==> src/rtl/clk_div_gen.sv <==
// Programmable glitch-free clock divider: clk_out is a flop output whose high
// and low phases each last cur_div+1 fabric cycles, with changes only at phase boundaries.
module clk_div_gen #(
    parameter int unsigned WIDTH       = 8,
    parameter int unsigned DEFAULT_DIV = 0
) (
    input  logic             clk,
    input  logic             rst,
    input  logic             en,
    input  logic [WIDTH-1:0] div_in,
    input  logic             div_load,
    output logic             clk_out,
    output logic             rise,
    output logic             load_ack,
    output logic             running
);

    typedef enum logic [1:0] {
        IDLE = 2'd0,
        HIGH = 2'd1,
        LOW  = 2'd2
    } state_t;

    state_t           state;
    state_t           state_nxt;
    logic [WIDTH-1:0] cnt;
    logic [WIDTH-1:0] cnt_nxt;
    logic [WIDTH-1:0] cur_div;
    logic [WIDTH-1:0] cur_div_nxt;
    logic [WIDTH-1:0] pend_div;
    logic [WIDTH-1:0] pend_div_nxt;
    logic             pend_valid;
    logic             pend_valid_nxt;
    logic             clk_out_nxt;
    logic             rise_nxt;
    logic             load_ack_nxt;
    logic             phase_end;

    // State and output registers
    always_ff @(posedge clk) begin
        if (rst) begin
            state      <= IDLE;
            cnt        <= '0;
            cur_div    <= WIDTH'(DEFAULT_DIV);
            pend_div   <= '0;
            pend_valid <= 1'b0;
            clk_out    <= 1'b0;
            rise       <= 1'b0;
            load_ack   <= 1'b0;
            running    <= 1'b0;
        end else begin
            state      <= state_nxt;
            cnt        <= cnt_nxt;
            cur_div    <= cur_div_nxt;
            pend_div   <= pend_div_nxt;
            pend_valid <= pend_valid_nxt;
            clk_out    <= clk_out_nxt;
            rise       <= rise_nxt;
            load_ack   <= load_ack_nxt;
            running    <= (state_nxt != IDLE);
        end
    end

    assign phase_end = (cnt == cur_div);

    // Next-state, counter and divisor bookkeeping
    always_comb begin
        state_nxt      = state;
        cnt_nxt        = cnt;
        cur_div_nxt    = cur_div;
        pend_div_nxt   = pend_div;
        pend_valid_nxt = pend_valid;
        clk_out_nxt    = 1'b0;
        rise_nxt       = 1'b0;
        load_ack_nxt   = 1'b0;

        case (state)
            IDLE: begin
                cnt_nxt = '0;
                if (div_load) begin
                    cur_div_nxt  = div_in;
                    load_ack_nxt = 1'b1;
                end
                if (en) begin
                    state_nxt   = HIGH;
                    clk_out_nxt = 1'b1;
                    rise_nxt    = 1'b1;
                end
            end

            HIGH: begin
                clk_out_nxt = 1'b1;
                cnt_nxt     = cnt + WIDTH'(1);
                if (div_load) begin
                    pend_div_nxt   = div_in;
                    pend_valid_nxt = 1'b1;
                end
                if (phase_end) begin
                    state_nxt   = LOW;
                    clk_out_nxt = 1'b0;
                    cnt_nxt     = '0;
                end
            end

            LOW: begin
                cnt_nxt = cnt + WIDTH'(1);
                if (phase_end) begin
                    // End of period: a same-cycle load beats an older pending one
                    cnt_nxt        = '0;
                    pend_valid_nxt = 1'b0;
                    if (div_load) begin
                        cur_div_nxt  = div_in;
                        load_ack_nxt = 1'b1;
                    end else if (pend_valid) begin
                        cur_div_nxt  = pend_div;
                        load_ack_nxt = 1'b1;
                    end
                    if (en) begin
                        state_nxt   = HIGH;
                        clk_out_nxt = 1'b1;
                        rise_nxt    = 1'b1;
                    end else begin
                        state_nxt = IDLE;
                    end
                end else if (div_load) begin
                    pend_div_nxt   = div_in;
                    pend_valid_nxt = 1'b1;
                end
            end

            default: begin
                state_nxt = IDLE;
                cnt_nxt   = '0;
            end
        endcase
    end

endmodule
==> config.mk <==
export PLATFORM = sky130hd
export DESIGN_NAME = clk_div_gen
export DESIGN_NICKNAME = d
export VERILOG_FILES = /design/src/rtl/clk_div_gen.sv
export SDC_FILE = /design/constraint.sdc
export NUM_CORES = 1
export LEC_CHECK = 0
export ABC_CLOCK_PERIOD_IN_PS = 5400
export CORE_MARGIN = 5
export CORE_UTILIZATION = 60
export CTS_BUF_LIST = sky130_fd_sc_hd__clkbuf_4 sky130_fd_sc_hd__clkbuf_8
export DETAILED_ROUTE_END_ITERATION = 7
export PLACE_DENSITY = 0.91
export SLEW_MARGIN = 20
export SYNTH_ARGS = -nofsm -noshare
export SYNTH_HDL_FRONTEND = slang
export SYNTH_SLANG_ARGS = --single-unit
==> constraint.sdc <==
create_clock -name clk -period 5.4 [get_ports clk]
set_input_delay 1.08 -clock clk [delete_from_list [all_inputs] [get_ports clk]]
set_output_delay 1.08 -clock clk [all_outputs]
set_load 0.005 [all_outputs]
Yosys cells after proc, flatten, opt, wreduce, memory -nomap -nowiden. Index checks and enable logic that the tools add are counted. W data, S select, Z words.

Logic and storage cells: 52. Bits in registers: 31. Output and inout bits: 4.

Multiplexer cells: 26. Eq/ne operators: 7. Bitwise logic cells: 1. Reduce and logical (&&, ||, !) cells: 8. Add/sub/neg operators: 1.

Operator list (count): $mux W8 (6); $pmux W8 S2 (2); $mux W1 (10); $add A8 B1 Y8 const B (1); $eq A8 B8 Y1 (1); $mux W2 (3); $ne A2 B2 Y1 const B (3); $pmux W1 S2 (3); $pmux W2 S3 (1); $reduce_bool A2 Y1 (3); $reduce_and A4 Y1 (1); $ne A3 B3 Y1 const B (1); $pmux W1 S3 (1); $reduce_or A3 Y1 (1); $eq A2 B1 Y1 const B (1); $eq A2 B2 Y1 const B (1); $logic_not A2 Y1 (1); $reduce_and A2 Y1 (1); $reduce_or A2 Y1 (1); $not A1 Y1 (1).

Longest topological paths before layout. Gate-level depths: netlist (run 1).

Depth in word-level cells: 4. Mapped depth: 9. Depth with buffers taken out: 7.

Worst setup path after synthesis (run 1). No wires, ideal clock.

Kind: input port to flip-flop. Start point: in div_load. End point: reg cur_div[3]. Slack: 3325 ps. Path buffers: 1. Arrival time: 1953 ps. Stages on the path: 5. Library setup time: 122 ps. Required time: 5278 ps. Cell sequence: nand2b_1 -> buf_1 -> mux2i_1 -> o21ai_2 -> o311a_1.

Word-level cells in the longest chain between the ends: 3.

RTL lines: from (decl) (line 11) `input logic div_load,`; $mux W8 (line 111) `if (div_load) begin`; $mux W8 (line 107) `if (phase_end) begin`; $pmux W8 S2 (line 77) `case (state)`; to (signal assigned) (line 44) `cur_div <= WIDTH'(DEFAULT_DIV);`; to (signal assigned) (line 54) `cur_div <= cur_div_nxt;`; to (decl) (line 28) `logic [WIDTH-1:0] cur_div;`.

Several ways; a longest one is shown, not always the timed one. The select of a mux whose other input is x is not followed. A chain may end at the register's enable or synchronous reset.

Worst setup path in the final report (run 1).
Start point: in div_load. End point: reg pend_div[2].

Word-level cells in the longest chain between the ends: 3.

RTL lines: $mux W8 (*); $mux W8; $pmux W8 S2 (*); to (signal assigned) (line 55) `pend_div <= pend_div_nxt;`; to (decl) (line 30) `logic [WIDTH-1:0] pend_div;`.

Mark *: on every way between the ends. The rest lies on a longest branch, timed or not. The select of a mux whose other input is x is not followed.

==> results of run 1 <==
## cell usage in the layout, fill, tap and decap left out
| cell type | count |
|---|---|
| dfxtp_1 | 31 |
| a21oi_1 | 3 |
| o21ai_0 | 8 |
| o221a_2 | 1 |
| a41o_2 | 1 |
| xnor2_1 | 1 |
| inv_1 | 5 |
| a221oi_1 | 1 |
| nand2b_1 | 1 |
| nor2_1 | 18 |
| and4_1 | 1 |
| nand3_1 | 7 |
| nor4_2 | 2 |
| a311oi_1 | 1 |
| clkdlybuf4s50_1 | 15 |
| a41o_1 | 1 |
| clkinv_1 | 1 |
| or2_2 | 1 |
| a31o_2 | 1 |
| o21a_1 | 2 |
| nor2b_1 | 1 |
| clkbuf_4 | 5 |
| o311a_1 | 8 |
| bufinv_16 | 1 |
| clkbuf_8 | 1 |
| o21ai_1 | 1 |
| o21ai_2 | 1 |
| and3_1 | 3 |
| a21boi_0 | 1 |
| clkinv_2 | 1 |
| a31oi_2 | 1 |
| nand2_1 | 5 |
| mux2i_1 | 16 |
| and2_1 | 1 |
| ha_1 | 5 |
| xor2_1 | 13 |
## worst reg2reg max path, stage by stage, from the launching register on
cell	delay, ns
dfxtp_1	0.43
xor2_1	0.11
nor4_2	0.71
and4_1	0.64
o21ai_0	0.19
o311a_1	0.16
## worst paths after layout
path,from,to,slack [ns],cells past startpoint
setup reg to reg,cnt[3]$_SDFF_PP0_,cur_div[6]$_SDFFE_PP0P_,3.06,5
hold reg to reg,pend_valid$_SDFFE_PP0N_,load_ack$_SDFF_PP0_,0.51,2
setup / recovery,div_load,pend_div[2]$_SDFFE_PP0P_,2.92,5
hold / removal,pend_valid$_SDFFE_PP0N_,load_ack$_SDFF_PP0_,0.51,2
## stage by stage
stage                     area, um^2  worst slack [ns]  hold WS (ns)  cells
after global routing            1700              2.84         0.550    196
after floorplan                 1480              3.32         0.452    149
after CTS                       1700              2.94         0.505    196
final                           1700              2.92         0.507    196
after detailed placement        1620              2.58         0.480    188
after global placement          1620              2.66         0.471    188
## state kept, by name, indices dropped and copies added, names as in the netlist
signal / flops
cur_div: 8
rise: 1
cnt: 8
clk_out: 1
state: 2
load_ack: 1
pend_valid: 1
pend_div: 8
running: 1
## final cells by class
cell class,instances,area (um^2)
Tap cell,30,37.5
Clock inverter,2,35.0
Multi-Input combinational cell,106,787
Clock buffer,6,51.3
Timing Repair Buffer,15,150
Fill cell,187,706
Inverter,6,22.5
Sequential cell,31,621
## cell families after synthesis
group,count (synthesis)
xor+xnor,14
flops,31
simple gates,40
fa+ha+maj,5
mux,16
compound gates,31
buf+inv,12
## power by group
group          internal (W)  switching, W
registers          0.000247     0.0000125
clock network      0.000109     0.0000800
logic             0.0000481     0.0000538
total              0.000404      0.000146
## routing by layer
metal / vias up / global-route usage
li1: 565 / -
met1: 540 / 0.224
met2: 24 / 0.296
met3: 10 / 0.0937
met4: 0 / 0.101
met5: - / 0
==> results.py, run 1 <==
metrics = {
    "status": {
        "status": "completed",
    },
    "logic_synthesis": {
        "ys_warn_count": 0,
        "synthMuxAreaShare": 0.109,
        "synthTopCellsByArea": "dfxtp_1 (42%), mux2i_1 (11%), xor2_1 (7.7%)",
        "synth_cell_types": 36,
        "synthArstFlopShare": 0,
        "synth_ff_type": "dfxtp_1",
        "synth_xor_area_frac": 0.0831,
        "synth_fa_ha_area_frac": 0.0424,
        "netlist.area_leader.share": 0.421,
        "yosys.area.top_type": "dfxtp_1",
        "synth-compound-area-share": 0.165,
        "ys_seq_area_frac": 0.421,
        "synth-edff-count": 0,
        "ys_ff_latch": 31,
        "synth_top_family_by_area": "compound AO/OA/AOI/OAI gates",
        "syn_nets": 166,
        "synthCells": 149,
        "synth_common_cells": "dfxtp_1 (31), nor2_1 (18), mux2i_1 (16)",
        "synthesis.area_mm2": 0.00148,
        "synthMostInstantiatedCell": "dfxtp_1",
        "synth-simple-area-share": 0.135,
        "syn_area_per_cell_um2": 9.90,
    },
    "setup_path": {
        "critPathMaxFanout": 8,
        "crit_chain": "clkdlybuf4s50_1, o21ai_0, a31oi_2, mux2i_1, nor2_1",
        "start_kind": "input port",
        "path_buf_inv": 1,
        "arrival_ns": 2.70,
        "crit_path_end_kind": "register",
        "cpPeakStageDelay_ns": 0.56,
        "critPathRequiredTime_ns": 5.62,
        "path_class": "in2reg",
        "cp_top_family": "compound AO/OA/AOI/OAI gates",
        "cp_slowest_cell": "clkdlybuf4s50_1",
    },
    "clock_network": {
        "clk_pin_slew_ns": 0.10,
        "cts_hold_buf": 0,
        "cts_sinks": 31,
        "post_cts_buffers": 0,
        "root_buffer": "clkbuf_4",
        "post_cts_resized": 0,
        "cts_tree": "done",
        "clock_path_buffers": 2,
        "numCtsBuffers": 5,
        "cts_max_level": 2,
        "clk_latency_ns": 0.34,
    },
    "sta": {
        "setup_viol_count_final": 0,
        "post-route-period-util": 0.459,
        "slew_headroom": 0.474,
        "clock_skew_ns": 0.0106,
        "fmax_mhz": 403,
        "drv_slew": 0,
        "worstMarginPinSlew_ns": 0.782,
        "rsz0062_at_grt": "false",
        "fin_tns_setup_ns": 0,
        "post-route-min-period_ns": 2.48,
        "hold_violations": 0,
    },
    "floorplan": {
        "die_h_um": 59.6,
        "die-area_mm2": 0.00355,
        "core.rowCount": 18,
        "io_pins": 16,
        "start_util": 0.612,
        "core_region_area_mm2": 0.00241,
        "die_w_um": 59.6,
    },
    "final_layout": {
        "layout.nets": 182,
        "n_antenna_cell": 0,
        "fin_util": 0.707,
        "layout-drive-gt1-share": 0.0964,
        "syn_to_final_growth_pct": 15.5,
    },
    "routing": {
        "wl_mm": 2.94,
        "wl_met1_mm": 1.30,
        "dr_wl_met2_mm": 1.39,
        "wl_per_cell_um": 15.0,
        "num_vias": 1139,
        "dr.max_layer_used": "met4",
        "antenna_left": 0,
        "wl_met3_um": 166,
        "initialDrtViolationCount": 59,
        "vias_per_cell": 5.81,
        "post-route-drc-count": 0,
        "dr.pass1.iters": 4,
    },
    "global_routing": {
        "grt_pass1_vias": 1133,
        "grt_pass1_wl_mm": 5.04,
        "grtUsageTotal": 0.194,
        "antenna_found_initial": 0,
        "grt_remaining_overflow": 0,
        "grt_max_degree": 17,
    },
    "pwr": {
        "ir_worst_vdd_v": 0.000260,
        "power_w": 0.000551,
        "power_density_mw_per_mm2": 323,
        "leakagePower_nw": 0.764,
    },
    "job": {
        "drv_cap": 0,
    },
    "placement": {
        "io_buffers": 15,
        "place_congestion": 0.913,
        "hpwl_mm": 2.15,
    },
    "worst_hold_path": {
        "hold_class": "reg2reg",
    },
}
Note: power is estimated with default switching activity, not from simulation.
==> run 2: changes to the inputs <==
--- a/config.mk
+++ b/config.mk
@@ -5,12 +5,12 @@
 export SDC_FILE = /design/constraint.sdc
 export NUM_CORES = 1
 export LEC_CHECK = 0
-export ABC_CLOCK_PERIOD_IN_PS = 5400
+export ABC_CLOCK_PERIOD_IN_PS = 2400
 export CORE_MARGIN = 5
-export CORE_UTILIZATION = 60
+export CORE_UTILIZATION = 57
 export CTS_BUF_LIST = sky130_fd_sc_hd__clkbuf_4 sky130_fd_sc_hd__clkbuf_8
 export DETAILED_ROUTE_END_ITERATION = 7
-export PLACE_DENSITY = 0.91
+export PLACE_DENSITY = 0.87
 export SLEW_MARGIN = 20
 export SYNTH_ARGS = -nofsm -noshare
 export SYNTH_HDL_FRONTEND = slang
==> constraint.sdc (replaced) <==
create_clock -name clk -period 2.4 [get_ports clk]
set_input_delay 0.48 -clock clk [delete_from_list [all_inputs] [get_ports clk]]
set_output_delay 0.48 -clock clk [all_outputs]
set_load 0.005 [all_outputs]
==> run 2 against run 1 <==
Non-clock buffer count is 4 higher. Count of clock-buffer cells in the layout is 1 higher. Highest routed layer unchanged. Register-to-register slack worse by 2.7 ns. Design area hardly changed.
==> results.py, run 2 (synthesis gave the netlist of run 1 again) <==
metrics = {
    "clock_network": {
        "cts_tree": "done",
        "numCtsBuffers": 5,
        "root_buffer": "clkbuf_4",
        "cts_sinks": 31,
        "clock_path_buffers": 2,
        "cts_hold_buf": 0,
        "clk_pin_slew_ns": 0.09,
        "post_cts_buffers": 0,
        "post_cts_resized": 0,
        "cts_max_level": 2,
        "clk_latency_ns": 0.33,
    },
    "floorplan": {
        "core.rowCount": 18,
        "start_util": 0.595,
        "die_w_um": 60.9,
        "die_h_um": 60.9,
        "core_region_area_mm2": 0.00248,
        "io_pins": 16,
        "die-area_mm2": 0.00371,
    },
    "routing": {
        "post-route-drc-count": 0,
        "antenna_left": 0,
        "dr.pass1.iters": 4,
        "vias_per_cell": 5.74,
        "initialDrtViolationCount": 57,
        "num_vias": 1148,
        "wl_mm": 2.84,
        "wl_per_cell_um": 14.2,
    },
    "setup_path": {
        "r2r_start": "cnt[5]$_SDFF_PP0_",
        "path_class": "reg2reg",
        "reg2reg_setup_slack_ns": 0.37,
        "rr_worst_depth": 5,
        "start_kind": "register",
        "critPathRequiredTime_ns": 2.62,
        "arrival_ns": 2.25,
        "r2r_end": "cur_div[0]$_SDFFE_PP0P_",
        "critPathMaxFanout": 16,
        "crit_path_end_kind": "register",
    },
    "sta": {
        "drv_slew": 0,
        "rsz0062_at_grt": "false",
        "clock_skew_ns": 0.0101,
        "setup_viol_count_final": 0,
        "hold_violations": 0,
        "worstMarginPinSlew_ns": 0.506,
        "post-route-min-period_ns": 2.03,
        "post-route-period-util": 0.847,
        "slew_headroom": 0.660,
        "fin_tns_setup_ns": 0,
        "fmax_mhz": 492,
    },
    "placement": {
        "io_buffers": 15,
        "hpwl_mm": 2.08,
        "place_congestion": 0.878,
    },
    "status": {
        "status": "completed",
    },
    "worst_hold_path": {
        "hold_end": "load_ack$_SDFF_PP0_",
        "min-delay-start": "pend_valid$_SDFFE_PP0N_",
        "holdPathStages": 2,
        "hold_class": "reg2reg",
    },
    "pwr": {
        "power_switching_w": 0.000316,
        "leakagePower_nw": 0.772,
        "ir_worst_vdd_v": 0.000482,
        "p_comb_frac": 0.213,
        "power_density_mw_per_mm2": 662,
        "intPower_w": 0.000813,
        "p_seq_frac": 0.517,
        "swShare": 0.280,
        "pwr-share-clk": 0.270,
    },
    "global_routing": {
        "grt_pass1_vias": 1135,
        "antenna_found_initial": 0,
        "grt_pass1_wl_mm": 5.09,
        "grtUsageTotal": 0.186,
        "grt_max_degree": 17,
        "grt_remaining_overflow": 0,
    },
    "final_layout": {
        "fill_cells": 186,
        "final_cell_mix": "dfxtp_1 (31), nor2_1 (18), mux2i_1 (16), clkdlybuf4s50_1 (15), xor2_1 (13)",
        "n_antenna_cell": 0,
        "reg_top3": "cnt x8, cur_div x8, pend_div x8",
        "layout-drive-gt1-share": 0.118,
        "layout.nets": 186,
        "final_common_cell": "dfxtp_1",
        "fin_util": 0.688,
        "syn_to_final_growth_pct": 15.6,
    },
    "job": {
        "drv_cap": 0,
    },
}
run 2: cell count changes in the layout (fill, tap and decap cells not counted):
cell and change:
buf_4 +4, clkbuf_8 -1, clkbuf_4 +2, bufinv_16 -1
run 2: power by group through the flow:
| stage | clock network (W) | logic (W) | registers [W] |
|---|---|---|---|
| 2_1_floorplan | 0 | 0.000160 | 0.000589 |
| 3_3_place_gp | 0 | 0.000230 | 0.000593 |
| 3_5_place_dp | 0 | 0.000241 | 0.000595 |
| 4_1_cts | 0.000312 | 0.000242 | 0.000583 |
| 5_1_grt | 0.000342 | 0.000268 | 0.000588 |
| 6_report | 0.000304 | 0.000241 | 0.000583 |
run 2: through the flow:
step                      area, um^2  setup slack, ns  power [W]  cells  hold slack, ns
after floorplan                 1480            0.507   0.000748    149           0.452
after global placement          1650            0.337   0.000824    192           0.477
after detailed placement        1650            0.292   0.000835    192           0.484
after CTS                       1710            0.332    0.00114    200           0.499
after global routing            1710            0.193    0.00120    200           0.547
final                           1710            0.366    0.00113    200           0.499
run 2: critical path, cell delays in order, from the launching register on:
cell and delay [ns]:
dfxtp_1 0.36, xor2_1 0.16, nor4_2 0.49, and4_1 0.60, o21ai_0 0.16, o311a_1 0.14
run 2: final cells by class:
| class | instances | area [um^2] | share of cell area |
|---|---|---|---|
| repair buffers | 19 | 180 | 0.106 |
| flip-flops and latches | 31 | 621 | 0.364 |
| clock inverters | 1 | 5.00 | 0.00293 |
| clock buffers | 7 | 52.6 | 0.0308 |
| inverters | 6 | 22.5 | 0.0132 |
| well taps | 30 | 37.5 | 0.0220 |
| multi-input cells | 106 | 787 | 0.461 |
run 2: how the worst max path moves through the flow:
stage | from | endpoint
floorplan | state[0]$_SDFF_PP0_ | cur_div[3]$_SDFFE_PP0P_
global placement | div_load | cur_div[6]$_SDFFE_PP0P_
detailed placement | div_load | cur_div[7]$_SDFFE_PP0P_
CTS | cnt[5]$_SDFF_PP0_ | cur_div[0]$_SDFFE_PP0P_
global route | cnt[5]$_SDFF_PP0_ | cur_div[6]$_SDFFE_PP0P_
finish | cnt[5]$_SDFF_PP0_ | cur_div[0]$_SDFFE_PP0P_
run 2: layer usage:
layer / vias to the layer above / track usage / wire length (um)
met2: 22 / 0.296 / 1320
met3: 7 / 0.0638 / 164
met1: 541 / 0.232 / 1310
met5: - / 0 / 0
li1: 578 / - / -
met4: 0 / 0.0712 / 41
==> run 3: changes to the inputs <==
--- a/config.mk
+++ b/config.mk
@@ -5,7 +5,7 @@
 export SDC_FILE = /design/constraint.sdc
 export NUM_CORES = 1
 export LEC_CHECK = 0
-export ABC_CLOCK_PERIOD_IN_PS = 2400
+export ABC_CLOCK_PERIOD_IN_PS = 2100
 export CORE_MARGIN = 5
 export CORE_UTILIZATION = 57
 export CTS_BUF_LIST = sky130_fd_sc_hd__clkbuf_4 sky130_fd_sc_hd__clkbuf_8
==> constraint.sdc (replaced) <==
create_clock -name clk -period 2.1 [get_ports clk]
set_input_delay 0.42 -clock clk [delete_from_list [all_inputs] [get_ports clk]]
set_output_delay 0.42 -clock clk [all_outputs]
set_load 0.005 [all_outputs]
==> run 3 against run 2 <==
Clock power rose by 13%. Power increased by 15%. Combinational power increased by 17%. Worst hold slack worse by 0.0019 ns. Sequential power increased by 15%. Design area up 1.2%. Cell count grew 1.0%. Via count up 0.44%. Flip-flop and latch count unchanged. Register-to-register slack worse by 0.21 ns. Sequential share of layout area decreased by 0.45 points. Largest cell class unchanged. Largest power group unchanged.
==> results.py, run 3 (synthesis gave the netlist of run 1 again) <==
metrics = {
    "global_routing": {
        "grt_max_degree": 17,
        "grtUsageTotal": 0.185,
        "grt_remaining_overflow": 0,
        "grt_pass1_wl_mm": 5.00,
        "antenna_found_initial": 0,
        "grt_pass1_vias": 1142,
    },
    "setup_path": {
        "critPathRequiredTime_ns": 2.31,
        "crit_chain": "xor2_1, nor4_2, buf_4, and4_1, o21ai_0, o311a_1",
        "cp_top_family": "simple AND/OR/NAND/NOR gates",
        "cpPeakStageDelay_ns": 0.50,
        "cp_slowest_cell": "and4_1",
        "rr_worst_depth": 6,
        "arrival_ns": 2.16,
        "path_class": "reg2reg",
        "crit_path_end_kind": "register",
        "path_depth": 6,
        "path_buf_inv": 1,
        "critPathMaxFanout": 16,
        "start_kind": "register",
    },
    "sta": {
        "post-route-period-util": 0.926,
        "worstMarginPinSlew_ns": 0.475,
        "worst_slack_ns": 0.156,
        "drv_slew": 0,
        "clock_skew_ns": 0.00898,
        "fin_tns_setup_ns": 0,
        "fmax_mhz": 514,
        "rsz0062_at_grt": "false",
        "slew_headroom": 0.684,
        "setup_viol_count_final": 0,
        "post-route-min-period_ns": 1.94,
        "hold_violations": 0,
    },
    "clock_network": {
        "cts_hold_buf": 0,
        "cts_max_level": 2,
        "post_cts_buffers": 0,
        "cts_tree": "done",
        "cts_sinks": 31,
        "root_buffer": "clkbuf_4",
        "post_cts_resized": 0,
        "clk_latency_ns": 0.32,
        "numCtsBuffers": 5,
        "clk_pin_slew_ns": 0.09,
        "clock_path_buffers": 2,
    },
    "final_layout": {
        "final_common_cell": "dfxtp_1",
        "n_antenna_cell": 0,
        "syn_to_final_growth_pct": 17.0,
        "reg_top3": "cnt x8, cur_div x8, pend_div x8",
        "layout-drive-gt1-share": 0.128,
        "layout.nets": 189,
        "final_cell_mix": "dfxtp_1 (31), nor2_1 (18), mux2i_1 (16), clkdlybuf4s50_1 (15), xor2_1 (13)",
    },
    "routing": {
        "wl_per_cell_um": 14.7,
        "dr.pass1.iters": 4,
        "num_vias": 1153,
        "initialDrtViolationCount": 51,
        "antenna_left": 0,
        "post-route-drc-count": 0,
        "wl_mm": 2.97,
        "vias_per_cell": 5.71,
    },
    "floorplan": {
        "start_util": 0.595,
        "core.rowCount": 18,
        "core_region_area_mm2": 0.00248,
        "die_w_um": 60.9,
        "io_pins": 16,
        "die_h_um": 60.9,
        "die-area_mm2": 0.00371,
    },
    "pwr": {
        "power_density_mw_per_mm2": 751,
        "ir_worst_vdd_v": 0.000548,
        "power_w": 0.00130,
        "leakagePower_nw": 0.784,
    },
    "job": {
        "drv_cap": 0,
    },
    "placement": {
        "hpwl_mm": 2.25,
        "post-place-ws_ns": 0.185,
        "place_congestion": 0.885,
        "io_buffers": 15,
    },
    "worst_hold_path": {
        "hold_class": "reg2reg",
        "holdPathStages": 2,
    },
    "status": {
        "status": "completed",
    },
}
## run 3: cell count changes in the layout (fill, tap and decap cells not counted)
cell / delta
clkbuf_8: +1
buf_4: +3
clkbuf_4: -2
## run 3: cell type report
cell class | instances | area, um^2
fill | 188 | 751
inverter | 6 | 22.5
clock inverter | 1 | 5.00
multi-input combinational | 106 | 787
tap | 30 | 37.5
sequential | 31 | 621
timing repair buffer | 22 | 203
clock buffer | 6 | 51.3
## run 3: per-layer routing
metal	part of all wire	GRT usage	up-vias
met3	0.052	0.0660	7
met2	0.48	0.295	28
met4	0.022	0.0991	0
met5	0	0	-
met1	0.45	0.218	540
li1	-	-	578
## run 3: final timing paths
path	start	endpoint	slack, ns
worst min register to register	pend_valid$_SDFFE_PP0N_	load_ack$_SDFF_PP0_	0.50
worst min-delay path	pend_valid$_SDFFE_PP0N_	load_ack$_SDFF_PP0_	0.50
worst max register to register	cur_div[6]$_SDFFE_PP0P_	cur_div[1]$_SDFFE_PP0P_	0.16
worst max-delay path	cur_div[6]$_SDFFE_PP0P_	cur_div[1]$_SDFFE_PP0P_	0.16
## run 3: tightest hold or removal path, cell delays in order, from the launching register on
cell	delay, ns
dfxtp_1	0.33
nand3_1	0.07
a21oi_1	0.06
## run 3: report_power, final
part	total, W	switching [W]	internal, W
clock network	0.000344	0.000190	0.000155
logic	0.000283	0.000141	0.000142
registers	0.000669	0.0000345	0.000634
total	0.00130	0.000365	0.000931
## run 3: through the flow
step,hold slack [ns],util,cells,cell area [um^2]
after CTS,0.498,0.697,202,1730
after detailed placement,0.480,0.674,195,1670
after floorplan,0.452,-,149,1480
final,0.497,0.697,202,1730
after global routing,0.548,0.697,202,1730
after global placement,0.473,0.674,195,1670
